File: config.mk
export PLATFORM = sky130hd
export DESIGN_NAME = uart_tx_arbiter
export DESIGN_NICKNAME = d
export VERILOG_FILES = /design/src/rtl/uart_tx_arbiter.sv
export SDC_FILE = /design/constraint.sdc
export NUM_CORES = 1
export LEC_CHECK = 0
export CORE_MARGIN = 10
export CORE_UTILIZATION = 48
export CTS_CLUSTER_DIAMETER = 200
export DETAILED_ROUTE_END_ITERATION = 8
export PLACE_DENSITY = 0.85
export SKIP_CTS_REPAIR_TIMING = 1
export SYNTH_ARGS = -nofsm -noshare
export SYNTH_HDL_FRONTEND = slang
export SYNTH_SLANG_ARGS = --single-unit
File: constraint.sdc
create_clock -name clk -period 2.7 [get_ports clk]
set_input_delay 0.405 -clock clk [delete_from_list [all_inputs] [get_ports clk]]
set_output_delay 0.405 -clock clk [all_outputs]
set_load 0.1 [all_outputs]
File: src/rtl/uart_tx_arbiter.sv
// Round-robin arbiter sharing one uart_tx among NUM_REQ byte producers, with a tx_busy start timeout.
// Optional feature macro: UART_ARB_PRIORITY_EN (req[0] becomes a priority lane that bypasses the rotation).

module uart_tx_arbiter_checker #(
    parameter int NUM_REQ = 4
) (
    input logic               clk,
    input logic               rst,
    input logic [NUM_REQ-1:0] gnt,
    input logic               tx_start
);

    gnt_onehot_a : assert property (@(posedge clk) disable iff (rst) $onehot0(gnt));

    gnt_with_start_a : assert property (@(posedge clk) disable iff (rst) ((|gnt) == tx_start));

endmodule

module uart_tx_arbiter #(
    parameter int NUM_REQ      = 4,
    parameter int BUSY_TIMEOUT = 16
) (
    input  logic                       clk,
    input  logic                       rst,
    input  logic [NUM_REQ-1:0]         req,
    input  logic [8*NUM_REQ-1:0]       req_data,
    output logic [NUM_REQ-1:0]         gnt,
    output logic                       tx_start,
    output logic [7:0]                 tx_data,
    input  logic                       tx_busy,
    output logic [$clog2(NUM_REQ)-1:0] active_id,
    output logic                       arb_busy,
    output logic                       err_timeout
);

    localparam int ID_W  = $clog2(NUM_REQ);
    localparam int TMR_W = $clog2(BUSY_TIMEOUT);

    typedef enum logic [1:0] {
        IDLE      = 2'd0,
        START     = 2'd1,
        WAIT_BUSY = 2'd2,
        WAIT_DONE = 2'd3
    } state_e;

    state_e              state_q;
    logic [ID_W-1:0]     last_id_q;
    logic [TMR_W-1:0]    timer_q;
    logic [TMR_W-1:0]    timer_d;
    logic [NUM_REQ-1:0]  gnt_q;
    logic                tx_start_q;
    logic [7:0]          tx_data_q;
    logic [ID_W-1:0]     active_id_q;
    logic                arb_busy_q;
    logic                err_timeout_q;

    logic [ID_W-1:0]     scan_idx_s;
    logic [ID_W-1:0]     rr_win_s;
    logic                rr_found_s;
    logic                pri_hit_s;
    logic                req_any_s;
    logic [ID_W-1:0]     win_s;
    logic [7:0]          win_byte_s;
    logic [NUM_REQ-1:0]  win_onehot_s;

    // Rotating scan starting just after the last winner; first pending requester wins.
    always_comb begin
        rr_win_s   = last_id_q;
        rr_found_s = 1'b0;
        scan_idx_s = last_id_q;
        for (int i = 1; i <= NUM_REQ; i++) begin
            scan_idx_s = ID_W'((int'(last_id_q) + i) % NUM_REQ);
            if (!rr_found_s && req[scan_idx_s]) begin
                rr_win_s   = scan_idx_s;
                rr_found_s = 1'b1;
            end else begin
                rr_found_s = rr_found_s;
            end
        end
    end

    // Priority lane override; when it fires the rotation pointer is left alone.
    always_comb begin
`ifdef UART_ARB_PRIORITY_EN
        pri_hit_s = req[0];
`else
        pri_hit_s = 1'b0;
`endif
        req_any_s = rr_found_s | pri_hit_s;
        if (pri_hit_s) begin
            win_s = '0;
        end else begin
            win_s = rr_win_s;
        end
    end

    // Winner's byte and one-hot grant vector.
    always_comb begin
        win_byte_s   = 8'h00;
        win_onehot_s = '0;
        for (int i = 0; i < NUM_REQ; i++) begin
            if (win_s == ID_W'(i)) begin
                win_byte_s      = req_data[8*i +: 8];
                win_onehot_s[i] = 1'b1;
            end else begin
                win_onehot_s[i] = 1'b0;
            end
        end
    end

    // Incremented timer value; the timeout fires when this reaches BUSY_TIMEOUT-1,
    // which places err_timeout exactly BUSY_TIMEOUT cycles after tx_start.
    always_comb begin
        timer_d = timer_q + TMR_W'(1);
    end

    // Arbitration FSM with all outputs registered; pulses default low every cycle.
    always_ff @(posedge clk or posedge rst) begin
        if (rst) begin
            state_q       <= IDLE;
            last_id_q     <= ID_W'(NUM_REQ - 1);
            timer_q       <= '0;
            gnt_q         <= '0;
            tx_start_q    <= 1'b0;
            tx_data_q     <= 8'h00;
            active_id_q   <= '0;
            arb_busy_q    <= 1'b0;
            err_timeout_q <= 1'b0;
        end else begin
            gnt_q         <= '0;
            tx_start_q    <= 1'b0;
            err_timeout_q <= 1'b0;
            case (state_q)
                IDLE: begin
                    // A foreign frame in flight blocks arbitration until it ends.
                    if (!tx_busy && req_any_s) begin
                        state_q     <= START;
                        tx_data_q   <= win_byte_s;
                        active_id_q <= win_s;
                        gnt_q       <= win_onehot_s;
                        tx_start_q  <= 1'b1;
                        arb_busy_q  <= 1'b1;
                        if (!pri_hit_s) begin
                            last_id_q <= win_s;
                        end else begin
                            last_id_q <= last_id_q;
                        end
                    end else begin
                        state_q    <= IDLE;
                        arb_busy_q <= 1'b0;
                    end
                end
                START: begin
                    state_q <= WAIT_BUSY;
                    timer_q <= '0;
                end
                WAIT_BUSY: begin
                    if (tx_busy) begin
                        state_q <= WAIT_DONE;
                    end else if (timer_d == TMR_W'(BUSY_TIMEOUT - 1)) begin
                        state_q       <= IDLE;
                        arb_busy_q    <= 1'b0;
                        err_timeout_q <= 1'b1;
                    end else begin
                        timer_q <= timer_d;
                    end
                end
                WAIT_DONE: begin
                    if (!tx_busy) begin
                        state_q    <= IDLE;
                        arb_busy_q <= 1'b0;
                    end else begin
                        state_q <= WAIT_DONE;
                    end
                end
                default: begin
                    state_q    <= IDLE;
                    arb_busy_q <= 1'b0;
                end
            endcase
        end
    end

    assign gnt         = gnt_q;
    assign tx_start    = tx_start_q;
    assign tx_data     = tx_data_q;
    assign active_id   = active_id_q;
    assign arb_busy    = arb_busy_q;
    assign err_timeout = err_timeout_q;

    uart_tx_arbiter_checker #(
        .NUM_REQ (NUM_REQ)
    ) u_checker (
        .clk      (clk),
        .rst      (rst),
        .gnt      (gnt_q),
        .tx_start (tx_start_q)
    );

endmodule

==> flow_summary_export.csv <==
group,metric,value,unit
status,status,"finished, final reports clean",
floorplan,io_pins,56,
clocking,htreeDepth,1,
grt,overflow,0,
route,drt_iter0_drc,107,
floorplan,dieWidth,76.6,um
setup_path,required,2950,ps
floorplan,die_h,76.6,um
logic_synthesis,syn_inst,155,
logic_synthesis,synth_edf_count,0,
clocking,clk_latency,330,ps
logic_synthesis,ys_seq_elements,25,
grt,gr-usage-all-layers,14.9,%
timing,timing.final.crit_share,73.8,%
min_path,min_path_type,"in -> async",
timing,finalHoldViolCount,0,
power_and_ir_drop,leakagePower,0.940,nW
logic_synthesis,synthDistinctLibCells,47,
setup_path,cp_max_fo,15,
timing,fin_setup_tns,0,ps
clocking,clockBufferDepth,2,
placement,place_congestion,0.817,
floorplan,rows,20,
cells_and_area,area.growth.synth_to_final,37.4,%
clocking,cts_tree,"yes",
timing,holdWs,406,ps
grt,grt_pass1_vias,1448,
timing,max-slew-margin-rel,64.5,%
clocking,clk_pin_slew,150,ps
cells_and_area,nets,259,
logic_synthesis,ys.flop_type,"dfrtp_1",
power_and_ir_drop,peakVddDrop,974,uV
grt,grt_max_degree,26,
route,post_drt_wl_per_cell,17.6,um
route,firstDrtPassIters,4,
placement,place_ws,410,ps
floorplan,coreArea,3050,sq um
logic_synthesis,yosysWarnings,0,
placement,dp_hpwl,3.60,mm
cells_and_area,fill_cells,267,
power_and_ir_drop,power.total,0.00266,W
timing,slew_viol_final,0,
setup_path,cp-start-kind,"input pin",
logic_synthesis,synth.avg_cell_area,9.90,sq um
clocking,cts_root_buf,"clkbuf_4",
logic_synthesis,seq_area_frac_synth,40.9,%
clocking,cts_num_sinks,25,
job,maxCapViolCount,0,
grt,grt_first_pass_wirelength,7.16,mm
route,vias,1419,
timing,rsz0062_at_grt,"false",
setup_path,cp.arrival,2240,ps
clocking,cts_buffers,3,
route,routed_wl,4.50,mm
route,drtAntennaViolNets,0,
floorplan,die-area,5860,sq um
logic_synthesis,syn-num-nets,201,
timing,fin_ws,708,ps
timing,fin_crit,1990,ps
timing,fmax,502,MHz
cells_and_area,n_antenna_cell,0,
cells_and_area,post-route-util,69.1,%
floorplan,start_util,50.3,%
logic_synthesis,synthArstFlopShare,100,%
cells_and_area,layout-drive-gt1-share,15.6,%
setup_path,crit_type,"in -> reg",
route,drc,0,
setup_path,end_kind,"flip-flop",
placement,buffer_ports.inserted,55,
logic_synthesis,syn_area,1540,sq um
power_and_ir_drop,power.density,1260,nW/um^2
grt,antenna_found_initial,0,
timing,max_slew.worst_pin.slew,532,ps
timing,setup_viol,0,
timing,clock-skew-final,5.43,ps
route,vias_per_cell,5.54,
state kept, by name (all words and copies together), names as in the netlist:
signal and flops:
tx_start 1, arb_busy 1, last_id_q 2, timer_q 4, state_q 2, active_id 2, gnt 4, tx_data 8
err_timeout 1
cell usage after synthesis, types with 3 or more instances:
master	number	area, sq um
nand3b_1	3	22.5
o21ai_1	5	25.0
dfrtp_1	23	576
inv_1	8	30.0
nand2b_1	6	37.5
a21o_1	3	22.5
a21oi_1	6	30.0
ha_1	7	87.6
nand2_1	15	56.3
o221ai_1	4	35.0
nor2_1	13	48.8
a32oi_1	4	35.0
mux2i_1	10	100
routing by layer:
metal	track usage, %	share of wire (%)	vias up
li1	-	-	678
met1	17.7	43	685
met2	25.9	51	52
met3	3.54	5.2	4
met4	4.28	1.1	0
met5	0	0	-
worst max-delay path: stages:
cell	delay, ps
clkdlybuf4s50_1	600
nor4_1	100
nor2_1	220
nand2_2	80
inv_1	340
nand2_1	260
o221ai_1	240
final timing paths:
check	startpoint	endpoint	slack [ps]	cells after the start
min in group clk	active_id[0]	active_id[0]	520	2
worst max-delay path	req[3]	tx_data[6]	710	7
worst min-delay path	rst	err_timeout	410	3
worst max register to register	last_id_q[1]	tx_data[4]	780	5
max in group asynchronous	rst	last_id_q[1]	2000	3
worst min register to register	active_id[0]	active_id[0]	520	2
area by class of cell:
class | instances | area [sq um] | share of cell area (%)
multi-input combinational | 118 | 843 | 40.0
sequential | 25 | 628 | 29.8
timing repair buffer | 57 | 523 | 24.8
tap | 44 | 55.1 | 2.61
inverter | 8 | 30.0 | 1.42
clock buffer | 3 | 22.5 | 1.07
clock inverter | 1 | 7.51 | 0.356
metrics by stage:
| stage | std cells | cell area, sq um |
|---|---|---|
| 2_1_floorplan | 155 | 1540 |
| 3_3_place_gp | 252 | 2080 |
| 3_5_place_dp | 252 | 2080 |
| 4_1_cts | 256 | 2110 |
| 5_1_grt | 256 | 2110 |
| 6_report | 256 | 2110 |
placed cells by master (no fill, tap or decap), types with 5 or more instances in the layout:
master,Yosys,layout
nor2_1,13,13
a21oi_1,6,6
nand2b_1,6,6
nand2_1,15,15
ha_1,7,7
dfrtp_1,23,23
o21ai_1,5,5
buf_4,0,19
clkdlybuf4s50_1,0,38
mux2i_1,10,10
inv_1,8,8
report_power, final:
part / switching, W / total (W) / internal [W]
registers: 0.000156 / 0.000693 / 0.000537
clock network: 0.000124 / 0.000181 / 0.0000569
logic: 0.00124 / 0.00179 / 0.000546
logic make-up after synthesis:
group	after synthesis	share of synthesized area (%)
AND/OR/NAND/NOR	51	16.5
multiplexers	10	6.52
adder cells (fa/ha/maj)	7	5.70
flip-flops	25	40.9
AO/OA/AOI/OAI	47	24.4
XOR/XNOR	3	1.71
buffers and inverters	12	4.16
(Power assumes the default switching activity.)
